`src/rtl/dsp_pkg.sv`:
```
// Shared defaults, the read FSM state type and the bit-reversal helper used by the frame loader.
package dsp_pkg;

   localparam int DATA_W_DEF       = 12;
   localparam int FFT_LEN_LOG2_DEF = 4;

   typedef enum logic [1:0] {
      RD_IDLE,
      RD_ARB,
      RD_STREAM
   } rd_state_e;

   // Reverse the low n bits of idx; bits above n come back as zero.
   function automatic logic [31:0] bitrev(input logic [31:0] idx, input int n);
      logic [31:0] r;
      logic [31:0] v;
      r = '0;
      v = idx;
      for (int i = 0; i < n; i++) begin
         r = {r[30:0], v[0]};
         v = v >> 1;
      end
      return r;
   endfunction

endpackage

```
`src/rtl/frame_bank_ram.sv`:
```
// Simple dual-port frame store addressed {ch, bank, idx}; read data is registered and holds
// its value while re is low, so it doubles as the stream output register.
module frame_bank_ram #(
   parameter int DATA_W = 12,
   parameter int ADDR_W = 6,
   parameter int DEPTH  = 64
) (
   input  logic              clk,
   input  logic              rst,
   input  logic              we,
   input  logic [ADDR_W-1:0] waddr,
   input  logic [DATA_W-1:0] wdata,
   input  logic              re,
   input  logic [ADDR_W-1:0] raddr,
   output logic [DATA_W-1:0] rdata
);

   logic [DATA_W-1:0] mem_q [DEPTH];
   logic [DATA_W-1:0] rdata_q;

   always_ff @(posedge clk) begin
      if (we) mem_q[waddr] <= wdata;
   end

   always_ff @(posedge clk or posedge rst) begin
      if (rst)     rdata_q <= '0;
      else if (re) rdata_q <= mem_q[raddr];
   end

   assign rdata = rdata_q;

endmodule

```
`src/rtl/fft_frame_loader.sv`:
```
// Multi-channel ping-pong framer feeding a radix-2 DIT FFT in bit-reversed order.
// Define PEAK_TRACK_EN to add per-channel frame peak outputs (peak_valid, peak_data).
module fft_frame_loader
   import dsp_pkg::*;
#(
   parameter int DATA_W       = DATA_W_DEF,
   parameter int FFT_LEN_LOG2 = FFT_LEN_LOG2_DEF,
   parameter int NUM_CH       = 2,
   parameter int CNT_W        = 16,
   localparam int CH_W        = (NUM_CH > 1) ? $clog2(NUM_CH) : 1
) (
   input  logic                clk,
   input  logic                rst,
   input  logic                s_valid,
   input  logic [DATA_W-1:0]   s_data,
   input  logic [CH_W-1:0]     s_ch,
   output logic                m_valid,
   input  logic                m_ready,
   output logic [2*DATA_W-1:0] m_data,
   output logic [CH_W-1:0]     m_ch,
   output logic                m_sof,
   output logic                m_eof,
   output logic                overflow,
   output logic [CNT_W-1:0]    drop_cnt
`ifdef PEAK_TRACK_EN
   ,
   output logic                     peak_valid,
   output logic [NUM_CH*DATA_W-1:0] peak_data
`endif
);

   localparam int FFT_LEN = 1 << FFT_LEN_LOG2;
   localparam int IDX_W   = FFT_LEN_LOG2;
   localparam int ADDR_W  = CH_W + 1 + IDX_W;
   localparam logic [IDX_W-1:0] IDX_LAST = '1;
   localparam logic [CH_W:0]    NUM_CH_L = (CH_W + 1)'(NUM_CH);

   logic [NUM_CH-1:0][IDX_W-1:0] widx_q, widx_d;
   logic [NUM_CH-1:0]            wb_q, wb_d, rb_q, rb_d, seen_q, seen_d;
   logic [NUM_CH-1:0][1:0]       full_q, full_d, rel;
   logic [NUM_CH-1:0]            accept, drop, frame_done;
   logic [CNT_W-1:0]             drop_cnt_q, drop_cnt_d;
   logic                         ovf_q, ovf_d;

   rd_state_e                    state_q, state_d;
   logic [CH_W-1:0]              last_ch_q, last_ch_d, cur_ch_q, cur_ch_d;
   logic                         cur_bank_q, cur_bank_d;
   logic [IDX_W-1:0]             ridx_q, ridx_d, ridx_nxt;
   logic [CH_W-1:0]              pick, cand;
   logic                         found;

   logic                         ch_ok, ram_we, ram_re;
   logic [IDX_W-1:0]             widx_rev;
   logic [ADDR_W-1:0]            waddr, raddr;
   logic [DATA_W-1:0]            rdata;

   assign ch_ok    = s_valid && ({1'b0, s_ch} < NUM_CH_L);
   assign widx_rev = IDX_W'(bitrev(32'(widx_q[s_ch]), IDX_W));
   assign ridx_nxt = ridx_q + IDX_W'(1);

   // Write side: a bank released by the reader this cycle counts as free.
   always_comb begin
      widx_d     = widx_q;
      wb_d       = wb_q;
      seen_d     = seen_q;
      full_d     = full_q & ~rel;
      accept     = '0;
      drop       = '0;
      frame_done = '0;
      for (int c = 0; c < NUM_CH; c++) begin
         if (ch_ok && (s_ch == CH_W'(c))) begin
            if (full_q[c][wb_q[c]] && !rel[c][wb_q[c]]) begin
               drop[c]   = 1'b1;
               seen_d[c] = 1'b1;
            end else begin
               accept[c] = 1'b1;
               seen_d[c] = 1'b0;
               if (widx_q[c] == IDX_LAST) begin
                  frame_done[c]        = 1'b1;
                  full_d[c][wb_q[c]]   = 1'b1;
                  wb_d[c]              = ~wb_q[c];
                  widx_d[c]            = '0;
               end else begin
                  widx_d[c] = widx_q[c] + IDX_W'(1);
               end
            end
         end
      end
   end

   assign ram_we     = |accept;
   assign waddr      = {s_ch, wb_q[s_ch], widx_rev};
   assign ovf_d      = |(drop & ~seen_q);
   assign drop_cnt_d = (|drop && (drop_cnt_q != '1)) ? drop_cnt_q + CNT_W'(1) : drop_cnt_q;

   // Round-robin search starting after the last served channel.
   always_comb begin
      pick  = last_ch_q;
      cand  = last_ch_q;
      found = 1'b0;
      for (int i = 1; i <= NUM_CH; i++) begin
         cand = CH_W'((int'(last_ch_q) + i) % NUM_CH);
         if (!found && (|full_q[cand])) begin
            found = 1'b1;
            pick  = cand;
         end
      end
   end

   always_comb begin
      state_d    = state_q;
      ridx_d     = ridx_q;
      cur_ch_d   = cur_ch_q;
      cur_bank_d = cur_bank_q;
      last_ch_d  = last_ch_q;
      rb_d       = rb_q;
      rel        = '0;
      ram_re     = 1'b0;
      raddr      = {cur_ch_q, cur_bank_q, ridx_nxt};
      unique case (state_q)
         RD_IDLE: begin
            if (|full_q) state_d = RD_ARB;
         end
         RD_ARB: begin
            cur_ch_d   = pick;
            cur_bank_d = rb_q[pick];
            ridx_d     = '0;
            ram_re     = 1'b1;
            raddr      = {pick, rb_q[pick], {IDX_W{1'b0}}};
            state_d    = RD_STREAM;
         end
         RD_STREAM: begin
            if (m_ready) begin
               if (ridx_q == IDX_LAST) begin
                  rel[cur_ch_q][cur_bank_q] = 1'b1;
                  rb_d[cur_ch_q]            = ~rb_q[cur_ch_q];
                  last_ch_d                 = cur_ch_q;
                  state_d                   = RD_IDLE;
               end else begin
                  ridx_d = ridx_nxt;
                  ram_re = 1'b1;
               end
            end
         end
         default: state_d = RD_IDLE;
      endcase
   end

   always_ff @(posedge clk or posedge rst) begin
      if (rst) begin
         widx_q     <= '0;
         wb_q       <= '0;
         rb_q       <= '0;
         seen_q     <= '0;
         full_q     <= '0;
         drop_cnt_q <= '0;
         ovf_q      <= 1'b0;
         state_q    <= RD_IDLE;
         last_ch_q  <= CH_W'(NUM_CH - 1);
         cur_ch_q   <= '0;
         cur_bank_q <= 1'b0;
         ridx_q     <= '0;
      end else begin
         widx_q     <= widx_d;
         wb_q       <= wb_d;
         rb_q       <= rb_d;
         seen_q     <= seen_d;
         full_q     <= full_d;
         drop_cnt_q <= drop_cnt_d;
         ovf_q      <= ovf_d;
         state_q    <= state_d;
         last_ch_q  <= last_ch_d;
         cur_ch_q   <= cur_ch_d;
         cur_bank_q <= cur_bank_d;
         ridx_q     <= ridx_d;
      end
   end

   frame_bank_ram #(
      .DATA_W (DATA_W),
      .ADDR_W (ADDR_W),
      .DEPTH  (NUM_CH * 2 * FFT_LEN)
   ) u_ram (
      .clk   (clk),
      .rst   (rst),
      .we    (ram_we),
      .waddr (waddr),
      .wdata (s_data),
      .re    (ram_re),
      .raddr (raddr),
      .rdata (rdata)
   );

   assign m_valid  = (state_q == RD_STREAM);
   assign m_data   = {rdata, {DATA_W{1'b0}}};
   assign m_ch     = cur_ch_q;
   assign m_sof    = m_valid && (ridx_q == '0);
   assign m_eof    = m_valid && (ridx_q == IDX_LAST);
   assign overflow = ovf_q;
   assign drop_cnt = drop_cnt_q;

`ifdef PEAK_TRACK_EN
   logic [NUM_CH-1:0][DATA_W-1:0] run_q, run_d, peak_q, peak_d;
   logic [NUM_CH-1:0][DATA_W-1:0] run_nxt;
   logic                          pv_q, pv_d;

   // The running max restarts on the first accepted sample of each frame.
   always_comb begin
      run_d   = run_q;
      peak_d  = peak_q;
      run_nxt = run_q;
      pv_d    = 1'b0;
      for (int c = 0; c < NUM_CH; c++) begin
         run_nxt[c] = ((widx_q[c] == '0) || (s_data > run_q[c])) ? s_data : run_q[c];
         if (accept[c]) run_d[c] = run_nxt[c];
         if (frame_done[c]) begin
            peak_d[c] = run_nxt[c];
            pv_d      = 1'b1;
         end
      end
   end

   always_ff @(posedge clk or posedge rst) begin
      if (rst) begin
         run_q  <= '0;
         peak_q <= '0;
         pv_q   <= 1'b0;
      end else begin
         run_q  <= run_d;
         peak_q <= peak_d;
         pv_q   <= pv_d;
      end
   end

   assign peak_valid = pv_q;
   assign peak_data  = peak_q;
`endif

endmodule
```
`config.mk`:
```
export PLATFORM = sky130hd
export DESIGN_NAME = fft_frame_loader
export DESIGN_NICKNAME = d
export VERILOG_FILES = /design/src/rtl/dsp_pkg.sv /design/src/rtl/frame_bank_ram.sv /design/src/rtl/fft_frame_loader.sv
export SDC_FILE = /design/constraint.sdc
export NUM_CORES = 1
export LEC_CHECK = 0
export ABC_AREA = 0
export CORE_ASPECT_RATIO = 1.75
export CORE_UTILIZATION = 50
export DETAILED_ROUTE_END_ITERATION = 10
export GPL_ROUTABILITY_DRIVEN = 1
export PLACE_DENSITY = 0.69
export REMOVE_ABC_BUFFERS = 1
export SYNTH_ARGS = -nofsm -noshare
export SYNTH_HDL_FRONTEND = slang
export SYNTH_HIERARCHICAL = 1
export SYNTH_SLANG_ARGS = --single-unit
```
`constraint.sdc`:
```
create_clock -name clk -period 3.3 [get_ports clk]
set_input_delay 0.33 -clock clk [delete_from_list [all_inputs] [get_ports clk]]
set_output_delay 0.33 -clock clk [all_outputs]
set_load 0.02 [all_outputs]
```
==> impl_metrics.csv, run 1 <==
group,metric,value,unit
run_status,status,"finished clean",
grt,grt.overflow.total,0,
synthesis,per_instance_average_area_after_synthesis,20.2,sq um
sta,finalHoldViolCount,0,
detailed_routing,final_routed_wirelength_across_all_metal_layers,76000,um
floorplan,die_w,195,um
detailed_routing,drt_first_iter_violations,1311,
worst_setup_path,path_cells,"ha_1 -> xnor2_1 -> nor2_4 -> buf_12 -> buf_4 -> mux4_2 -> mux2_2 -> a221oi_1 -> buf_4 -> o21ai_0",
cells_and_area,syn2layout_area_growth,14.5,%
cells_and_area,stdcell_count,2677,
sta,setup-violations-final,0,
worst_setup_path,cpMaxStageDelayCell,"sky130_fd_sc_hd__dfrtp_1",
synthesis,post_synthesis_register_bit_count,824,
sta,layout_worst_path_cycle_share,95.8,%
cts,h-tree-depth,3,
cells_and_area,final_layout_size_suffix_gt1_share,29.1,%
synthesis,yosysWarnings,6,
floorplan,core_region_area,0.0645,sq mm
cts,maximum_number_of_buffers_from_clock_root_to_sink,3,
worst_setup_path,worst_ep_required_time,3.78,ns
sta,timing.final.max_slew_violations,0,
worst_setup_path,timing_worst_setup_path_type,"flop to flop",
place,port-buffer-count,49,
detailed_routing,avgRoutedWirePerCell,28.4,um
run,timing.max_cap.violations,0,
detailed_routing,detailroute.via_count,16200,
floorplan,chipHeight,340,um
synthesis,count_of_mapped_cells_out_of_synthesis,1618,
worst_setup_path,timing.critical_path.from_type,"flop",
synthesis,synth_area,0.0327,sq mm
floorplan,boundaryPins,62,
sta,final.min_clock_period,3.16,ns
grt,grt.total_usage,23.5,%
synthesis,synth.distinct_cells,62,
synthesis,post_synth_top_area_cell,"sky130_fd_sc_hd__edfxtp_1",
synthesis,synth_top_area_share,70.5,%
worst_setup_path,worst_r2r_path_depth,10,
worst_setup_path,timing.critical_path.buf_inv,3,
place,detailed_place_hpwl,51200,um
synthesis,synthMostInstantiatedCell,"sky130_fd_sc_hd__edfxtp_1",
detailed_routing,drt.antenna.violating_nets,0,
synthesis,edff_count_synth,768,
sta,setup_repair_after_global_routing_missed_its_margin,"no",
grt,antenna_found_initial,0,
worst_setup_path,worst_stage_delay_on_the_critical_path,0.45,ns
detailed_routing,drtPass1Iterations,5,
worst_setup_path,critical_path_arrival,3.64,ns
place,dpl.cell_count,2544,
cells_and_area,finalNetCount,1833,
floorplan,die_area,0.0665,sq mm
grt,first_global_vias,17000,
worst_setup_path,logic_depth_of_the_worst_setup_path_including_buffers,10,
pwr,p_leak,12.3,nW
cells_and_area,antenna_cells_inserted,0,
pwr,max-vdd-ir-drop,0.440,mV
worst_setup_path,cp_top_family,"buffers and inverters",
sta,fin_worst_skew,0.0271,ns
cts,cts_setup_buffers,0,
synthesis,post_synth_most_frequent_cells,"sky130_fd_sc_hd__edfxtp_1, sky130_fd_sc_hd__mux4_2, sky130_fd_sc_hd__nor2_1",
pwr,power-per-cell-area,817,mW/mm^2
cts,worst_skew_pair.late_latency,0.62,ns
floorplan,fp-row-count,123,
detailed_routing,route.detailed.drc,0,
worst_setup_path,path_common_cell,"sky130_fd_sc_hd__buf_4",
cts,clk_pin_slew,0.07,ns
floorplan,initial_utilization,50.7,%
cts,cts-root-buf,"sky130_fd_sc_hd__clkbuf_16",
min_path,hold_path_depth,1,
cts,cts_made_buffers,73,
grt,grt_max_degree,65,
detailed_routing,via_per_inst,6.06,
synthesis,synth_area_leaders,"sky130_fd_sc_hd__edfxtp_1, sky130_fd_sc_hd__mux4_2, sky130_fd_sc_hd__dfrtp_1, sky130_fd_sc_hd__mux2_2, sky130_fd_sc_hd__mux2i_1",
synthesis,synth_seq_area_share,74.8,%
synthesis,synth-main-ff-cell,"sky130_fd_sc_hd__edfxtp_1",
cts,cts_tree,"yes",
synthesis,async_reset_ff_share,6.80,%
pwr,report.power.total,0.0306,W
place,gpl.final_weighted_congestion,0.915,
min_path,hp_class,"input pin to flop",
worst_setup_path,critical_path_peak_fanout,39,
cts,sinks_on_the_clock_net,824,
sta,tightestPinTransition,1.04,ns
sta,maxSlewHeadroom,30.4,%
worst_setup_path,end_kind,"flop",
grt,global_route_wire_length_before_repair,112000,um
sta,achievable-frequency,316,MHz
[final timing paths]
| kind | start | end | slack [ns] |
|---|---|---|---|
| max in group asynchronous | rst | drop_cnt[10] | 2.24 |
| worst min-delay path | s_data[7] | u_ram/mem_q[21][7] | 0.13 |
| min in group asynchronous | rst | u_ram/rdata[1] | 0.26 |
| worst max register to register | ridx_q[0] | u_ram/rdata[3] | 0.14 |
| worst min register to register | rb_q[0] | rb_q[0] | 0.47 |
| worst max-delay path | ridx_q[0] | u_ram/rdata[3] | 0.14 |
[where the power goes]
group | leakage (nW) | total, W | switching [W] | internal [W]
Combinational | 3.45 | 0.00971 | 0.00551 | 0.00420
Clock | 1.19 | 0.00867 | 0.00365 | 0.00502
Sequential | 7.61 | 0.0122 | 0.000350 | 0.0119
Total | 12.3 | 0.0306 | 0.00951 | 0.0211
[per-stage QoR]
| stage | hold slack, ns | setup slack (ns) | TNS (ns) | cell area, sq um | util [%] |
|---|---|---|---|---|---|
| 2_1_floorplan | 0.195 | -12.16 | -158.91 | 32200 | - |
| 3_3_place_gp | 0.456 | -0.0123 | -0.257 | 35000 | 54.3 |
| 3_5_place_dp | 0.461 | -0.100 | -6.52 | 35000 | 54.3 |
| 4_1_cts | 0.0951 | 0.0478 | 0 | 37400 | 58.0 |
| 5_1_grt | 0.122 | 0.00536 | 0 | 37500 | 58.1 |
| 6_report | 0.127 | 0.139 | 0 | 37500 | 58.1 |
[metal layers]
metal / track usage (%) / vias to the layer above / part of all wire (%)
met5: 0 / - / 0
met3: 3.00 / 165 / 4.7
met4: 11.7 / 0 / 5.1
met2: 43.8 / 554 / 55
li1: - / 6971 / -
met1: 26.3 / 8538 / 35
[layout make-up]
type / instances / area (sq um)
Inverter: 13 / 48.8
Clock inverter: 35 / 419
Sequential cell: 824 / 24500
Fill cell: 4633 / 27000
Tap cell: 812 / 1020
Multi-Input combinational cell: 696 / 7740
Timing Repair Buffer: 199 / 1770
Clock buffer: 98 / 2010
[sequential cells by signal (all words and copies together) (netlist names), 2 cells and up]
name         flops
u_ram/rdata     12
ridx_q           4
seen_q           2
drop_cnt        16
state_q          2
wb_q             2
full_q           4
u_ram/mem_q    768
rb_q             2
widx_q           8
[cell families (layout without fill, tap and decap cells)]
kind of cell / count (synthesis) / after routing / synth area share [%]
compound gates: 135 / 135 / 2.98
xor+xnor: 19 / 19 / 0.509
fa+ha+maj: 9 / 9 / 0.344
buf+inv: 109 / 345 / 1.89
flops: 824 / 824 / 74.8
mux: 291 / 291 / 16.0
other cells: 1 / 12 / 0.0115
simple gates: 230 / 230 / 3.43
[worst register-to-register path: stages (launching register included)]
cell	delay (ns)
sky130_fd_sc_hd__dfrtp_1	0.45
sky130_fd_sc_hd__ha_1	0.28
sky130_fd_sc_hd__xnor2_1	0.18
sky130_fd_sc_hd__nor2_4	0.17
sky130_fd_sc_hd__buf_12	0.25
sky130_fd_sc_hd__buf_4	0.36
sky130_fd_sc_hd__mux4_2	0.35
sky130_fd_sc_hd__mux2_2	0.36
sky130_fd_sc_hd__a221oi_1	0.36
sky130_fd_sc_hd__buf_4	0.20
sky130_fd_sc_hd__o21ai_0	0.07
[cells in the final DEF (no fill, tap or decap), types with 8 or more instances in the layout]
master / count
sky130_fd_sc_hd__edfxtp_1: 768
sky130_fd_sc_hd__mux4_2: 180
sky130_fd_sc_hd__buf_4: 133
sky130_fd_sc_hd__nor2_1: 98
sky130_fd_sc_hd__clkbuf_16: 75
sky130_fd_sc_hd__dfrtp_1: 55
sky130_fd_sc_hd__mux2_2: 54
sky130_fd_sc_hd__mux2i_1: 51
sky130_fd_sc_hd__nand2_1: 39
sky130_fd_sc_hd__clkdlybuf4s50_1: 37
sky130_fd_sc_hd__a21oi_1: 33
sky130_fd_sc_hd__o22ai_1: 23
sky130_fd_sc_hd__nor2b_1: 20
sky130_fd_sc_hd__clkbuf_1: 18
sky130_fd_sc_hd__buf_12: 17
sky130_fd_sc_hd__a221oi_1: 15
sky130_fd_sc_hd__xor2_1: 14
sky130_fd_sc_hd__inv_1: 12
sky130_fd_sc_hd__o21ai_1: 12
sky130_fd_sc_hd__conb_1: 12
sky130_fd_sc_hd__buf_2: 12
sky130_fd_sc_hd__nand3_1: 11
sky130_fd_sc_hd__o221ai_1: 11
sky130_fd_sc_hd__nand4_1: 10
sky130_fd_sc_hd__o21ai_0: 10
sky130_fd_sc_hd__clkinv_2: 10
sky130_fd_sc_hd__nor3_1: 9
sky130_fd_sc_hd__ha_1: 9
sky130_fd_sc_hd__bufinv_16: 9
sky130_fd_sc_hd__a221oi_2: 9
sky130_fd_sc_hd__clkinv_1: 8
[what timing repair did]
action,4_1_cts,5_1_grt
resized for setup,0,7
hold buffers,0,0
endpoints found under the setup margin,0,149
Power figures use the tool's default switching activity.
==> inputs of run 2 (changes only) <==
Settings changed: MAX_ROUTING_LAYER from default to met4.
==> run 2 against run 1 <==
Setup slack got worse by 0.015 ns. Core utilization hardly changed. Largest cell class unchanged. Critical path type unchanged. Largest power group unchanged. Clock skew decreased by 0.00060 ns. Global-route usage rose by 0.72 points. Sequential power about the same. Clock-buffer cell count stayed put. Total power about the same. Die area unchanged. Sequential share of layout area is essentially flat. Design area hardly changed. Fmax shrank 0.47%. Non-clock buffer count stayed put.
==> impl_metrics.csv, run 2 (synthesized netlist as in run 1, its figures left out) <==
group,metric,value,unit
worst_setup_path,end_kind,"flop",
floorplan,fp-row-count,123,
run,timing.max_cap.violations,0,
worst_setup_path,critical_path_arrival,3.65,ns
sta,tightestPinTransition,1.04,ns
worst_setup_path,crit-reg2reg-launch,"ridx_q[0]",
place,port-buffer-count,49,
detailed_routing,via_per_inst,6.06,
cts,cts_tree,"yes",
grt,global_route_wire_length_before_repair,112000,um
pwr,p_comb_share,31.7,%
place,dpl_cell_area,0.0350,sq mm
detailed_routing,drtPass1Iterations,6,
cts,cts.repair.resized,0,
detailed_routing,detailroute.via_count,16200,
floorplan,boundaryPins,62,
cells_and_area,syn2layout_area_growth,14.5,%
cells_and_area,largest_register,"u_ram/mem_q",
cells_and_area,fillCellCount,4635,
cts,cts-root-buf,"sky130_fd_sc_hd__clkbuf_16",
detailed_routing,drt_first_iter_violations,1327,
cells_and_area,antenna_cells_inserted,0,
sta,timing.final.max_slew_violations,0,
sta,layout_worst_path_cycle_share,96.2,%
pwr,part_of_the_power_in_registers,40.0,%
worst_setup_path,path_common_cell,"sky130_fd_sc_hd__buf_4",
floorplan,initial_utilization,50.7,%
cells_and_area,largest_register_ffs,768,
worst_setup_path,cpMaxStageDelayCell,"sky130_fd_sc_hd__dfrtp_1",
grt,grt.overflow.total,0,
cts,h-tree-depth,3,
place,gpl.final_weighted_congestion,0.933,
worst_setup_path,path_cells,"ha_1 -> xnor2_1 -> nor2_4 -> buf_12 -> buf_4 -> mux4_2 -> mux2_2 -> a221oi_1 -> buf_4 -> o21ai_0",
worst_setup_path,reg2reg_setup_slack,0.12,ns
pwr,power.switching_fraction,31.1,%
cells_and_area,stdcell_count,2677,
cts,cts_setup_buffers,0,
grt,grt.total_usage,24.2,%
detailed_routing,final_routed_wirelength_across_all_metal_layers,75900,um
sta,setup_repair_after_global_routing_missed_its_margin,"no",
detailed_routing,drt.antenna.violating_nets,0,
min_path,hp_class,"input pin to flop",
detailed_routing,avgRoutedWirePerCell,28.4,um
cells_and_area,post-route-cell-area,0.0375,sq mm
worst_setup_path,timing.critical_path.from_type,"flop",
grt,antenna_found_initial,0,
worst_setup_path,worstReg2RegEnd,"u_ram/rdata[3]",
sta,achievable-frequency,315,MHz
worst_setup_path,critical_path_peak_fanout,39,
sta,finalHoldViolCount,0,
cts,worst_skew_pair.late_latency,0.62,ns
cts,sinks_on_the_clock_net,824,
pwr,max-vdd-ir-drop,0.440,mV
worst_setup_path,timing_worst_setup_path_type,"flop to flop",
cts,maximum_number_of_buffers_from_clock_root_to_sink,3,
cells_and_area,final_common_cell,"sky130_fd_sc_hd__edfxtp_1",
cells_and_area,final_cell_mix,"sky130_fd_sc_hd__edfxtp_1, sky130_fd_sc_hd__mux4_2, sky130_fd_sc_hd__buf_4",
floorplan,die_area,0.0665,sq mm
floorplan,chipHeight,340,um
min_path,min_to,"u_ram/mem_q[21][7]",
worst_setup_path,worst_ep_required_time,3.78,ns
grt,first_global_vias,17000,
cts,number_of_buffers_added_to_fix_hold_violations_after_cts,0,
sta,fin_worst_skew,0.0265,ns
cells_and_area,final_layout_size_suffix_gt1_share,29.1,%
min_path,min-delay-start,"s_data[7]",
run_status,status,"finished clean",
min_path,hold_path_depth,1,
cells_and_area,multi_input_comb_area,0.00773,sq mm
sta,final.min_clock_period,3.18,ns
place,detailed_place_hpwl,51200,um
floorplan,core_region_area,0.0645,sq mm
worst_setup_path,worst_r2r_path_depth,10,
cells_and_area,final-seq-area,0.0245,sq mm
floorplan,die_w,195,um
cts,clk_pin_slew,0.06,ns
worst_setup_path,worst_stage_delay_on_the_critical_path,0.45,ns
pwr,clockPowerShare,28.4,%
sta,setup-violations-final,0,
cts,cts_made_buffers,73,
grt,grt_max_degree,65,
detailed_routing,route.detailed.drc,0,
cells_and_area,finalNetCount,1833,
pwr,power-per-cell-area,817,mW/mm^2
pwr,p_leak,12.3,nW
pwr,cell_internal_power,0.0211,W
place,dpl.cell_count,2544,
pwr,p_switching,0.00950,W
sta,maxSlewHeadroom,30.5,%
[run 2: worst max path at each step]
| stage | to | start | cells past startpoint | slack (ns) |
|---|---|---|---|---|
| final | u_ram/rdata[3] | ridx_q[0] | 10 | 0.12 |
| after global routing | u_ram/mem_q[36][2] | ridx_q[0] | 9 | 0.003 |
| after CTS | u_ram/mem_q[10][0] | ridx_q[0] | 9 | 0.05 |
| after detailed placement | u_ram/mem_q[2][1] | m_ready | 9 | -0.10 |
| after global placement | u_ram/mem_q[2][1] | m_ready | 9 | -0.01 |
| after floorplan | u_ram/rdata[4] | state_q[1] | 8 | -12.16 |
[run 2: through the flow]
step / worst slack, ns / utilization [%] / TNS (ns) / hold slack (ns) / power, W
final: 0.124 / 58.1 / 0 / 0.126 / 0.0306
after global routing: 0.00291 / 58.1 / 0 / 0.122 / 0.0316
after CTS: 0.0478 / 58.0 / 0 / 0.0951 / 0.0308
after detailed placement: -0.100 / 54.3 / -6.52 / 0.461 / 0.0221
after global placement: -0.0123 / 54.3 / -0.257 / 0.456 / 0.0220
after floorplan: -12.16 / - / -158.91 / 0.195 / 0.0164
[run 2: critical path, delay by kind of cell (launching register included)]
| kind | cells | cell delay, ns |
|---|---|---|
| adder cells (fa/ha/maj) | 1 | 0.28 |
| multiplexers | 2 | 0.70 |
| flip-flops | 1 | 0.45 |
| XOR/XNOR | 1 | 0.18 |
| AND/OR/NAND/NOR | 1 | 0.17 |
| buffers and inverters | 3 | 0.77 |
| AO/OA/AOI/OAI | 2 | 0.44 |
[run 2: area by class of cell]
| class | count | share of cell area [%] |
|---|---|---|
| Inverter | 13 | 0.130 |
| Timing Repair Buffer | 199 | 4.72 |
| Clock inverter | 35 | 1.12 |
| Multi-Input combinational cell | 696 | 20.6 |
| Tap cell | 812 | 2.71 |
| Sequential cell | 824 | 65.3 |
| Clock buffer | 98 | 5.37 |
[run 2: power groups by stage]
| stage | Clock [W] | Sequential (W) | Combinational (W) |
|---|---|---|---|
| floorplan | 0 | 0.0124 | 0.00402 |
| global placement | 0 | 0.0124 | 0.00956 |
| detailed placement | 0 | 0.0124 | 0.00966 |
| CTS | 0.00882 | 0.0122 | 0.00970 |
| global route | 0.00919 | 0.0123 | 0.0101 |
| finish | 0.00867 | 0.0122 | 0.00969 |
[run 2: metal layers]
layer / vias to the layer above / GRT usage (%) / wire (um)
li1: 6972 / - / -
met3: 162 / 3.01 / 3160
met2: 526 / 43.8 / 42100
met5: - / - / 0
met4: 0 / 11.6 / 3630
met1: 8563 / 26.2 / 27000
